**config.mk**
```make
export PLATFORM = sky130hd
export DESIGN_NAME = ap_mult_arb
export DESIGN_NICKNAME = d
export VERILOG_FILES = /design/src/rtl/ap_mult_arb.sv
export SDC_FILE = /design/constraint.sdc
export NUM_CORES = 1
export LEC_CHECK = 0
export CAP_MARGIN = 15
export CORE_ASPECT_RATIO = 0.5
export CORE_MARGIN = 1
export CORE_UTILIZATION = 40
export CTS_BUF_LIST = sky130_fd_sc_hd__clkbuf_4 sky130_fd_sc_hd__clkbuf_8 sky130_fd_sc_hd__clkbuf_16
export CTS_CLUSTER_DIAMETER = 60
export CTS_CLUSTER_SIZE = 14
export DETAILED_ROUTE_END_ITERATION = 8
export HOLD_SLACK_MARGIN = 0.05
export PLACE_DENSITY = 0.9
export SLEW_MARGIN = 30
export SYNTH_ARGS = -nofsm -noshare
export SYNTH_HDL_FRONTEND = slang
export SYNTH_SLANG_ARGS = --single-unit
```
**constraint.sdc**
```tcl
create_clock -name clk -period 4.7 [get_ports clk]
set_clock_uncertainty 0.2 [all_clocks]
set_input_delay 0.705 -clock clk [delete_from_list [all_inputs] [get_ports clk]]
set_output_delay 0.705 -clock clk [all_outputs]
set_load 0.1 [all_outputs]
```
**src/rtl/ap_mult_arb.sv**
```systemverilog
// ap_mult_arb
// Round-robin scheduler in front of one shared approximate 8x8 partial-product
// compressor. Operand pairs from NREQ requesters are arbitrated into stage S1,
// whose registered operands drive the AND-array partial products (pp_o). The
// compressor result (pp_res) is captured into stage S2 and returned with the
// requester id under valid/ready backpressure.
//
// Ports
//   clk, rst          clock, asynchronous active-high reset
//   req_valid[NREQ]   requester i has an operand pair
//   req_ready[NREQ]   one-hot grant, transfer on req_valid[i] & req_ready[i]
//   req_a, req_b      operands of requester i at [8i+:8]
//   pp_o[64]          partial products, pp_o[8i+j] = a[j] & b[i]
//   pp_res[16]        compressor result, combinational in pp_o
//   res_valid/ready   result handshake
//   res_data, res_id  approximate product and issuing requester
//   op_cnt[16]        number of results consumed, wrapping
//
// Handshake: a transfer happens on a rising edge where valid and ready are
// both 1. req_ready may depend combinationally on req_valid; requesters must
// not make req_valid depend on req_ready. res_valid never depends on
// res_ready, and a pending result is held stable until it is consumed.
module ap_mult_arb #(
    parameter int NREQ = 4,
    parameter int IDW  = 2
) (
    input  logic              clk,
    input  logic              rst,
    input  logic [NREQ-1:0]   req_valid,
    output logic [NREQ-1:0]   req_ready,
    input  logic [8*NREQ-1:0] req_a,
    input  logic [8*NREQ-1:0] req_b,
    output logic [63:0]       pp_o,
    input  logic [15:0]       pp_res,
    output logic              res_valid,
    input  logic              res_ready,
    output logic [15:0]       res_data,
    output logic [IDW-1:0]    res_id,
    output logic [15:0]       op_cnt
);

    // Stage S1
    logic [7:0]     s1_a_q, s1_a_d;
    logic [7:0]     s1_b_q, s1_b_d;
    logic [IDW-1:0] s1_id_q, s1_id_d;
    logic           s1_v_q, s1_v_d;
    // Round-robin pointer
    logic [IDW-1:0] ptr_q, ptr_d;
    // Stage S2
    logic [15:0]    res_data_q, res_data_d;
    logic [IDW-1:0] res_id_q, res_id_d;
    logic           res_valid_q, res_valid_d;
    logic [15:0]    op_cnt_q, op_cnt_d;

    // Control
    logic           s2_en;
    logic           s1_free;
    logic           any_valid;
    logic           xfer;
    logic [NREQ-1:0] rot;
    logic [IDW:0]   offset;
    logic [IDW:0]   grant_sum;
    logic [IDW:0]   next_sum;
    logic [IDW-1:0] grant;
    logic [7:0]     sel_a;
    logic [7:0]     sel_b;

    assign s2_en   = !res_valid_q | res_ready;
    assign s1_free = !s1_v_q | s2_en;

    // Arbiter: rotate the request vector so that bit 0 is the requester at
    // ptr, take the lowest set bit, then map the offset back to an index.
    always_comb begin
        any_valid = |req_valid;
        rot       = NREQ'({req_valid, req_valid} >> ptr_q);
        offset    = '0;
        // Descending scan so the lowest set bit is the one that sticks.
        for (int k = NREQ - 1; k >= 0; k--) begin
            if (rot[k]) begin
                offset = (IDW+1)'(k);
            end
        end
        grant_sum = {1'b0, ptr_q} + offset;
        if (grant_sum >= (IDW+1)'(NREQ)) begin
            grant_sum = grant_sum - (IDW+1)'(NREQ);
        end
        grant = grant_sum[IDW-1:0];

        next_sum = {1'b0, grant} + (IDW+1)'(1);
        if (next_sum >= (IDW+1)'(NREQ)) begin
            next_sum = '0;
        end

        xfer      = any_valid & s1_free;
        req_ready = NREQ'(xfer) << grant;
    end

    // Operand mux for the granted requester
    always_comb begin
        sel_a = '0;
        sel_b = '0;
        for (int k = 0; k < NREQ; k++) begin
            if (grant == IDW'(k)) begin
                sel_a = req_a[8*k +: 8];
                sel_b = req_b[8*k +: 8];
            end
        end
    end

    // Next-state for both stages, the pointer and the counter
    always_comb begin
        s1_a_d      = s1_a_q;
        s1_b_d      = s1_b_q;
        s1_id_d     = s1_id_q;
        s1_v_d      = s1_v_q;
        ptr_d       = ptr_q;
        res_data_d  = res_data_q;
        res_id_d    = res_id_q;
        res_valid_d = res_valid_q;
        op_cnt_d    = op_cnt_q + 16'(res_valid_q & res_ready);

        if (xfer) begin
            s1_a_d  = sel_a;
            s1_b_d  = sel_b;
            s1_id_d = grant;
            s1_v_d  = 1'b1;
            ptr_d   = next_sum[IDW-1:0];
        end else if (s1_free) begin
            // Operands are left in place; only the valid bit drops, which
            // keeps pp_o quiet between operations.
            s1_v_d = 1'b0;
        end

        if (s2_en) begin
            res_valid_d = s1_v_q;
            if (s1_v_q) begin
                res_data_d = pp_res;
                res_id_d   = s1_id_q;
            end
        end
    end

    always_ff @(posedge clk or posedge rst) begin
        if (rst) begin
            s1_a_q      <= '0;
            s1_b_q      <= '0;
            s1_id_q     <= '0;
            s1_v_q      <= 1'b0;
            ptr_q       <= '0;
            res_data_q  <= '0;
            res_id_q    <= '0;
            res_valid_q <= 1'b0;
            op_cnt_q    <= '0;
        end else begin
            s1_a_q      <= s1_a_d;
            s1_b_q      <= s1_b_d;
            s1_id_q     <= s1_id_d;
            s1_v_q      <= s1_v_d;
            ptr_q       <= ptr_d;
            res_data_q  <= res_data_d;
            res_id_q    <= res_id_d;
            res_valid_q <= res_valid_d;
            op_cnt_q    <= op_cnt_d;
        end
    end

    // AND array from the registered operands only; reset clears the operands
    // so pp_o drops to zero immediately.
    always_comb begin
        pp_o = '0;
        for (int i = 0; i < 8; i++) begin
            for (int j = 0; j < 8; j++) begin
                pp_o[8*i + j] = s1_a_q[j] & s1_b_q[i];
            end
        end
    end

    assign res_valid = res_valid_q;
    assign res_data  = res_data_q;
    assign res_id    = res_id_q;
    assign op_cnt    = op_cnt_q;

endmodule

```
---- Word-level counts from Yosys, hierarchy flattened ----
Index checks and enable logic that the tools add are counted.
word-level totals
  bits in registers ....................... 56
  output and inout port bits .............. 103
  logic and storage cells ................. 110
operators by class
  add/sub/neg operators ................... 4
  magnitude comparators ................... 2
  equal/unequal tests ..................... 3
  shift-type cells ........................ 2
  muxes and demuxes ....................... 16
  bitwise gates (word level) .............. 68
  reduce and logical (&&, ||, !) cells .... 6
operators with widths
  operator                                                               count
  1-bit AND                                                              66
  8-bit 2-to-1 mux                                                       8
  16-bit by 1-bit adder with 16-bit output                               1
  3-bit 2-to-1 mux                                                       3
  8-bit by 2-bit right shift with 4-bit output                           1
  3-bit greater-or-equal comparator, second input constant               2
  2-bit 2-to-1 mux                                                       3
  2-bit equality test, second input constant                             2
  4-bit OR reduction                                                     1
  1-bit by 2-bit << shifter with 4-bit output                            1
  2-bit by 1-bit adder with 3-bit output, second input constant          1
  2-bit by 3-bit adder with 3-bit output                                 1
  2-bit by 1-bit equality test with 1-bit output, second input constant  1
  1-bit logical NOT                                                      2
  2-bit logical NOT                                                      1
  1-bit 2-to-1 mux                                                       2
  1-bit bitwise OR                                                       2
  2-bit AND reduction                                                    1
  2-bit nonzero test                                                     1
  2-bit by 1-bit subtractor with 2-bit output, second input constant     1

---- Longest topological paths before layout ----
Gate-level depths: netlist of the first run.
  word-level depth ........................ 13
  gate-level depth with buffers ........... 18
  gate-level depth less buffers ........... 14

---- Worst setup path after synthesis of the first run ----
No wires, ideal clock.
  kind .................................... input to output
  from .................................... input req_valid[2]
  to ...................................... output req_ready[2]
  data arrival time ....................... 4404 ps
  path slack .............................. -609 ps
  stages .................................. 12
  path buffers ............................ 3
  path through ............................ buf_6 > and2b_2 > a21oi_1 > o22ai_1 > o21a_1 > ha_1 > xnor2_1 > and4_4 > buf_6 > or2_4 > buf_6 > nor3_1
on the way
  cells in the longest elaborated chain, start to end .. 9
  elaborated cells on any way between the ends .. 12
ends and longest elaborated chain
  item                                                                                                     line    RTL
  from (decl)                                                                                              29      input logic [NREQ-1:0] req_valid,
  8-bit by 2-bit right shift with 4-bit output                                                             75      rot = NREQ'({req_valid, req_valid} >> ptr_q);
  2-bit 2-to-1 mux                                                                                         79      if (rot[k]) begin
  3-bit 2-to-1 mux (3 in a row)                                                                            79
  2-bit by 3-bit adder with 3-bit output                                                                   83      grant_sum = {1'b0, ptr_q} + offset;
  3-bit greater-or-equal comparator / 2-bit by 1-bit subtractor with 2-bit output (equally long branches)  84, 85
  2-bit 2-to-1 mux                                                                                         84      if (grant_sum >= (IDW+1)'(NREQ)) begin
  1-bit by 2-bit << shifter with 4-bit output *                                                            95      req_ready = NREQ'(xfer) << grant;
  to (decl)                                                                                                30      output logic [NREQ-1:0] req_ready,
Every way passes the cells marked *; elsewhere a longest branch is shown, timed or not.

---- Final worst setup path of the first run ----
  from .................................... input req_valid[2]
  to ...................................... output req_ready[0]
Same word-level chain as after synthesis.

==> results.yml, run 1 <==
cts:
  numCtsBuffers: 5
  cts_setup_buffers: 0
  ctsHoldBuffers: 0
  post_cts_resized: 0
  cts_max_path_buffers: 2
  cts_tree: "built"
  clock_latency_ns: 0.30
  root_buffer: "clkbuf_16"
  path_clk_slew_ns: 0.07
  clock_sinks: 56
  ctsHtreeMaxLevel: 2
setup_path:
  path_max_fanout: 22
  end_kind: "primary output"
  critPathRequiredTime_ns: 3.80
  cpLargestDelayFamily: "simple AND/OR/NAND/NOR gates"
  crit_path_start_kind: "input port"
  slowest_stage: "clkdlybuf4s50_1"
  slowest_delay_ns: 0.61
  critPathKind: "input port to primary output"
  critPathArrivalTime_ns: 3.41
  crit_chain: "clkdlybuf4s50_1 -> and2b_2 -> a21oi_1 -> o22ai_1 -> o21a_1 -> ha_1 -> xnor2_1 -> and4_4 -> or2_4 -> nor3b_2 -> buf_12"
  cp_num_buf_inv: 2
final_layout:
  synthToLayoutAreaGrowth_pct: 60.4
  fillerInstances: 613
  fin_nets: 614
  multi_input_area_um2: 1910
  antenna_cells: 0
  drive_above_1_share: 0.105
  layout.area.seq_um2: 1400
sta:
  fin_ws_ns: 0.382
  fin_crit_ns: 4.32
  timing.fmax_mhz: 232
  rsz0062_at_grt: "no"
  finalHoldViolations: 0
  setup-violations-final: 0
  max-slew-margin-rel: 0.312
  tightest_slew_ns: 1.03
  finalMaxSlewViolations: 0
  setup_tns_ns: 0
  finalCritPeriodShare: 0.919
run:
  maxCapViolCount: 0
route:
  viasPerCell: 5.43
  drtIter0Drc: 296
  drc: 0
  avgRoutedWirePerCell_um: 17.6
  dr_total_vias: 3454
  drtPass1Iterations: 5
  routed_wl_um: 11200
  antenna_left: 0
grt:
  grt_pass1_wl_um: 16900
  grt_pass1_vias: 3400
  overflow: 0
  grt_max_degree: 38
  antenna_found_initial: 0
  grt_use_total: 0.241
place:
  pre_cts_ws_ns: 0.292
  port_buffers: 189
  finalWeightedCongestion: 0.854
  hpwl_um: 8040
synthesis:
  ys_top_cells_by_area: "dfrtp_1, and2_1, mux2_2, o211a_1, o32a_1"
  ys_ff_latch: 56
  synth_edf_count: 0
  synth_area_leader_cell: "dfrtp_1"
  syn_avg_cell_area_um2: 10.2
  yosysWarnings: 0
  syn_inst: 343
  async_flop_share: 1.00
  syn_nets: 434
  synth.distinct_cells: 41
  synth_seq_area_share: 0.399
  synthFlopType: "dfrtp_1"
  synthesis.area_um2: 3510
  synth_top_cell_area_share: 0.399
status:
  status: "finished clean"
die:
  pin_count: 190
  die_area_um2: 9170
  fp-row-count: 23
  die_h_um: 68.2
  coreArea_um2: 8260
  initial_core_util: 0.425
  chipWidth_um: 134
worst_hold_path:
  hold_class: "flip-flop to flip-flop"
## sequential cells by signal, summed over array words and instances, names as in the netlist
signal	cells
ptr_q	2
res_data	16
s1_v_q	1
s1_a_q	8
res_id	2
s1_id_q	2
op_cnt	16
res_valid	1
s1_b_q	8
## layout make-up
cell class,instances,area share
flip-flops and latches,56,0.249
clock inverters,2,0.00689
well taps,112,0.0249
inverters,2,0.00133
repair buffers,198,0.355
multi-input cells,260,0.339
clock buffers,6,0.0236
## through the flow
step	cells	utilization	instance area, um^2	hold WS [ns]
after CTS	636	0.681	5630	0.295
after global placement	628	0.661	5460	0.260
after detailed placement	628	0.661	5460	0.273
after global routing	636	0.681	5630	0.305
final	636	0.681	5630	0.287
after floorplan	343	-	3510	0.242
## cell usage after synthesis (6+ instances only)
cell	number
clkbuf_8	6
mux2_2	18
o21ai_0	19
dfrtp_1	56
clkbuf_1	12
a22o_1	11
buf_6	6
nand2_1	27
and2_1	67
o211a_1	15
xnor2_1	11
o32a_1	14
o31ai_1	16
## worst paths after layout
check	from	to	slack, ns	cells past startpoint
min in group asynchronous	rst	res_id[1]	0.68	2
max in group asynchronous	rst	op_cnt[9]	2.85	3
min reg2reg	op_cnt[15]	op_cnt[15]	0.29	1
max	req_valid[2]	req_ready[0]	0.38	11
min	op_cnt[15]	op_cnt[15]	0.29	1
max reg2reg	ptr_q[1]	s1_b_q[2]	1.20	15
## cells by family after synthesis
group	share of synthesized area
muxes	0.0606
adders and majority gates	0.0143
AOI/OAI and AO/OA	0.207
buffers and inverters	0.0599
xor gates and xnor gates	0.0374
and+or+nand+nor	0.221
DFF	0.399
## worst register-to-register path: stages (launching register included)
cell and delay (ns):
dfrtp_1 0.50, nand2_1 0.10, a21oi_1 0.16, o22ai_1 0.09
o21a_1 0.18, ha_1 0.18, xnor2_1 0.21, and4_4 0.26
or2_4 0.29, ha_1 0.21, buf_4 0.23, nor2_1 0.06
buf_4 0.21, a22o_2 0.23, o211a_1 0.11, o32a_1 0.17
## layer usage
layer | global-route usage | vias up | part of all wire
met5 | 0 | - | 0
met4 | 0.107 | 0 | 0.030
met3 | 0.0467 | 28 | 0.068
met2 | 0.446 | 151 | 0.51
met1 | 0.281 | 1681 | 0.39
li1 | - | 1594 | -
## cell usage in the layout (no fill, tap or decap), types with 2 or more instances in the layout
master / Yosys / routed
xor2_1: 4 / 4
o31ai_1: 16 / 16
o32a_1: 14 / 14
buf_12: 0 / 4
nor2b_1: 2 / 2
mux2_2: 18 / 18
nand4_1: 3 / 3
a22o_2: 4 / 4
o21a_1: 3 / 3
nor3b_1: 3 / 3
nand3b_1: 2 / 2
dfrtp_1: 56 / 56
a22o_1: 11 / 11
and2_1: 67 / 67
o32a_2: 2 / 2
o211a_1: 15 / 15
and2b_2: 3 / 3
and3_1: 4 / 4
clkbuf_16: 0 / 5
o21ai_0: 19 / 19
ha_1: 4 / 4
and4_1: 2 / 2
clkdlybuf4s50_1: 0 / 185
a21oi_1: 4 / 4
xnor2_1: 11 / 11
nor2_1: 4 / 4
buf_4: 1 / 9
nand2b_1: 3 / 3
nand2_1: 27 / 27
nand3_1: 4 / 4
Power of run 1 is not shown: default switching activity piles up to over one toggle a cycle in this logic, so the estimate is an artifact.
==> inputs of run 2 (changes only) <==
--- a/config.mk
+++ b/config.mk
@@ -8,13 +8,13 @@
 export CAP_MARGIN = 15
 export CORE_ASPECT_RATIO = 0.5
 export CORE_MARGIN = 1
-export CORE_UTILIZATION = 40
+export CORE_UTILIZATION = 36
 export CTS_BUF_LIST = sky130_fd_sc_hd__clkbuf_4 sky130_fd_sc_hd__clkbuf_8 sky130_fd_sc_hd__clkbuf_16
 export CTS_CLUSTER_DIAMETER = 60
 export CTS_CLUSTER_SIZE = 14
 export DETAILED_ROUTE_END_ITERATION = 8
 export HOLD_SLACK_MARGIN = 0.05
-export PLACE_DENSITY = 0.9
+export PLACE_DENSITY = 0.86
 export SLEW_MARGIN = 30
 export SYNTH_ARGS = -nofsm -noshare
 export SYNTH_HDL_FRONTEND = slang
==> constraint.sdc (replaced) <==
create_clock -name clk -period 3.7 [get_ports clk]
set_clock_uncertainty 0.2 [all_clocks]
set_input_delay 0.555 -clock clk [delete_from_list [all_inputs] [get_ports clk]]
set_output_delay 0.555 -clock clk [all_outputs]
set_load 0.1 [all_outputs]
==> results.yml, run 2 (same netlist as run 1, synthesis figures left out) <==
run:
  maxCapViolCount: 0
place:
  dp.cells: 660
  finalWeightedCongestion: 0.838
  hpwl_um: 8260
  port_buffers: 189
grt:
  grt_pass1_wl_um: 17200
  grt_use_total: 0.214
  use_met2: 0.399
  antenna_found_initial: 0
  busiest_layer: "met2"
  grt_max_degree: 38
  overflow: 0
  grt_pass1_vias: 3417
  grt_use_met3: 0.0267
  grtUsageMet1: 0.261
final_layout:
  synthToLayoutAreaGrowth_pct: 59.8
  final_common_cell: "clkdlybuf4s50_1"
  drive_above_1_share: 0.250
  final_cell_mix: "clkdlybuf4s50_1, buf_4, and2_1"
  fin_util: 0.594
  fin_nets: 623
  fillerInstances: 782
  antenna_cells: 0
  stdcell_count: 668
sta:
  finalHoldWorstSlack_ns: 0.286
  finalHoldViolations: 0
  rsz0062_at_grt: "no"
  max-slew-margin-rel: 0.318
  finalMaxSlewViolations: 0
  finalCritPeriodShare: 0.952
  timing.fmax_mhz: 284
  tightest_slew_ns: 1.02
  fin_crit_ns: 3.52
  setup-violations-final: 0
cts:
  root_buffer: "clkbuf_16"
  clock_sinks: 56
  numCtsBuffers: 5
  cts_max_path_buffers: 2
  cts_setup_buffers: 0
  cts_tree: "built"
  ctsHtreeMaxLevel: 2
  clock_latency_ns: 0.29
  path_clk_slew_ns: 0.07
setup_path:
  crit_path_start_kind: "input port"
  critPathKind: "input port to primary output"
  critPathRequiredTime_ns: 2.94
  cp_num_buf_inv: 3
  path_max_fanout: 7
  crit_chain: "clkdlybuf4s50_1 -> a21oi_2 -> o22ai_1 -> o21a_1 -> ha_1 -> xnor2_2 -> and4_4 -> or2_4 -> buf_4 -> nor2_4 -> buf_12"
  slowest_delay_ns: 0.52
  cpLargestDelayFamily: "buffers and inverters"
  critPathArrivalTime_ns: 2.77
  end_kind: "primary output"
  slowest_stage: "clkdlybuf4s50_1"
route:
  antenna_left: 0
  dr_total_vias: 3432
  routed_wl_um: 10900
  viasPerCell: 5.14
  drc: 0
  drtPass1Iterations: 4
  drtIter0Drc: 205
  avgRoutedWirePerCell_um: 16.4
die:
  chipWidth_um: 142
  pin_count: 190
  coreArea_um2: 9450
  die_h_um: 71.8
  die_area_um2: 10200
  fp-row-count: 25
  initial_core_util: 0.371
worst_hold_path:
  hold_class: "flip-flop to flip-flop"
status:
  status: "finished clean"
-- run 2: cell types whose count changed in the layout (fill, tap and decap cells not counted), moves of 2 or more --
cell / previous run / this run
buf_4: 9 / 80
clkdlybuf4s50_1: 185 / 119
a21oi_1: 4 / 2
a21oi_2: 0 / 2
buf_12: 4 / 6
dlymetal6s2s_1: 0 / 2
nor2_1: 4 / 2
-- run 2: timing repair --
item	in CTS	in global routing
hold buffers	0	0
setup endpoints to repair	0	4
resized for setup	0	4
-- run 2: tightest hold or removal path, delay by kind of cell, from the launching register on --
family,cells,cell delay [ns]
flops,1,0.35
simple gates,2,0.11
-- run 2: path summary, 6_finish.rpt --
check                      cells past startpoint  slack, ns    startpoint           end
max                                           11       0.18  req_valid[1]  req_ready[3]
min                                            2       0.29    s1_id_q[0]    s1_id_q[0]
max reg2reg                                   15       0.62      ptr_q[1]     s1_a_q[6]
min reg2reg                                    2       0.29    s1_id_q[0]    s1_id_q[0]
max in group asynchronous                      3       2.10           rst  res_data[11]
min in group asynchronous                      2       0.38           rst    op_cnt[15]
-- run 2: through the flow --
step | setup WS, ns | setup TNS (ns) | cell area [um^2]
4_1_cts | 0.00729 | 0 | 5600
2_1_floorplan | -0.0814 | -0.158 | 3550
3_3_place_gp | 0.0175 | 0 | 5450
5_1_grt | 0.0643 | 0 | 5610
3_5_place_dp | -0.0244 | -0.0621 | 5450
6_report | 0.177 | 0 | 5610
-- run 2: area by class of cell --
cell class                 count  area, um^2  share of cell area
timing repair buffer         207        1940               0.345
sequential                    56        1400               0.250
tap                          135         169              0.0301
clock buffer                   5         125              0.0223
multi-input combinational    260        1950               0.347
inverter                       2        7.51             0.00134
clock inverter                 3        22.5             0.00402
-- run 2: metal layers --
layer	vias up	share of wire
li1	1620	-
met1	1676	0.41
met2	120	0.52
met5	-	0
met3	16	0.051
met4	0	0.019
Power of run 2 is left out for the same reason.
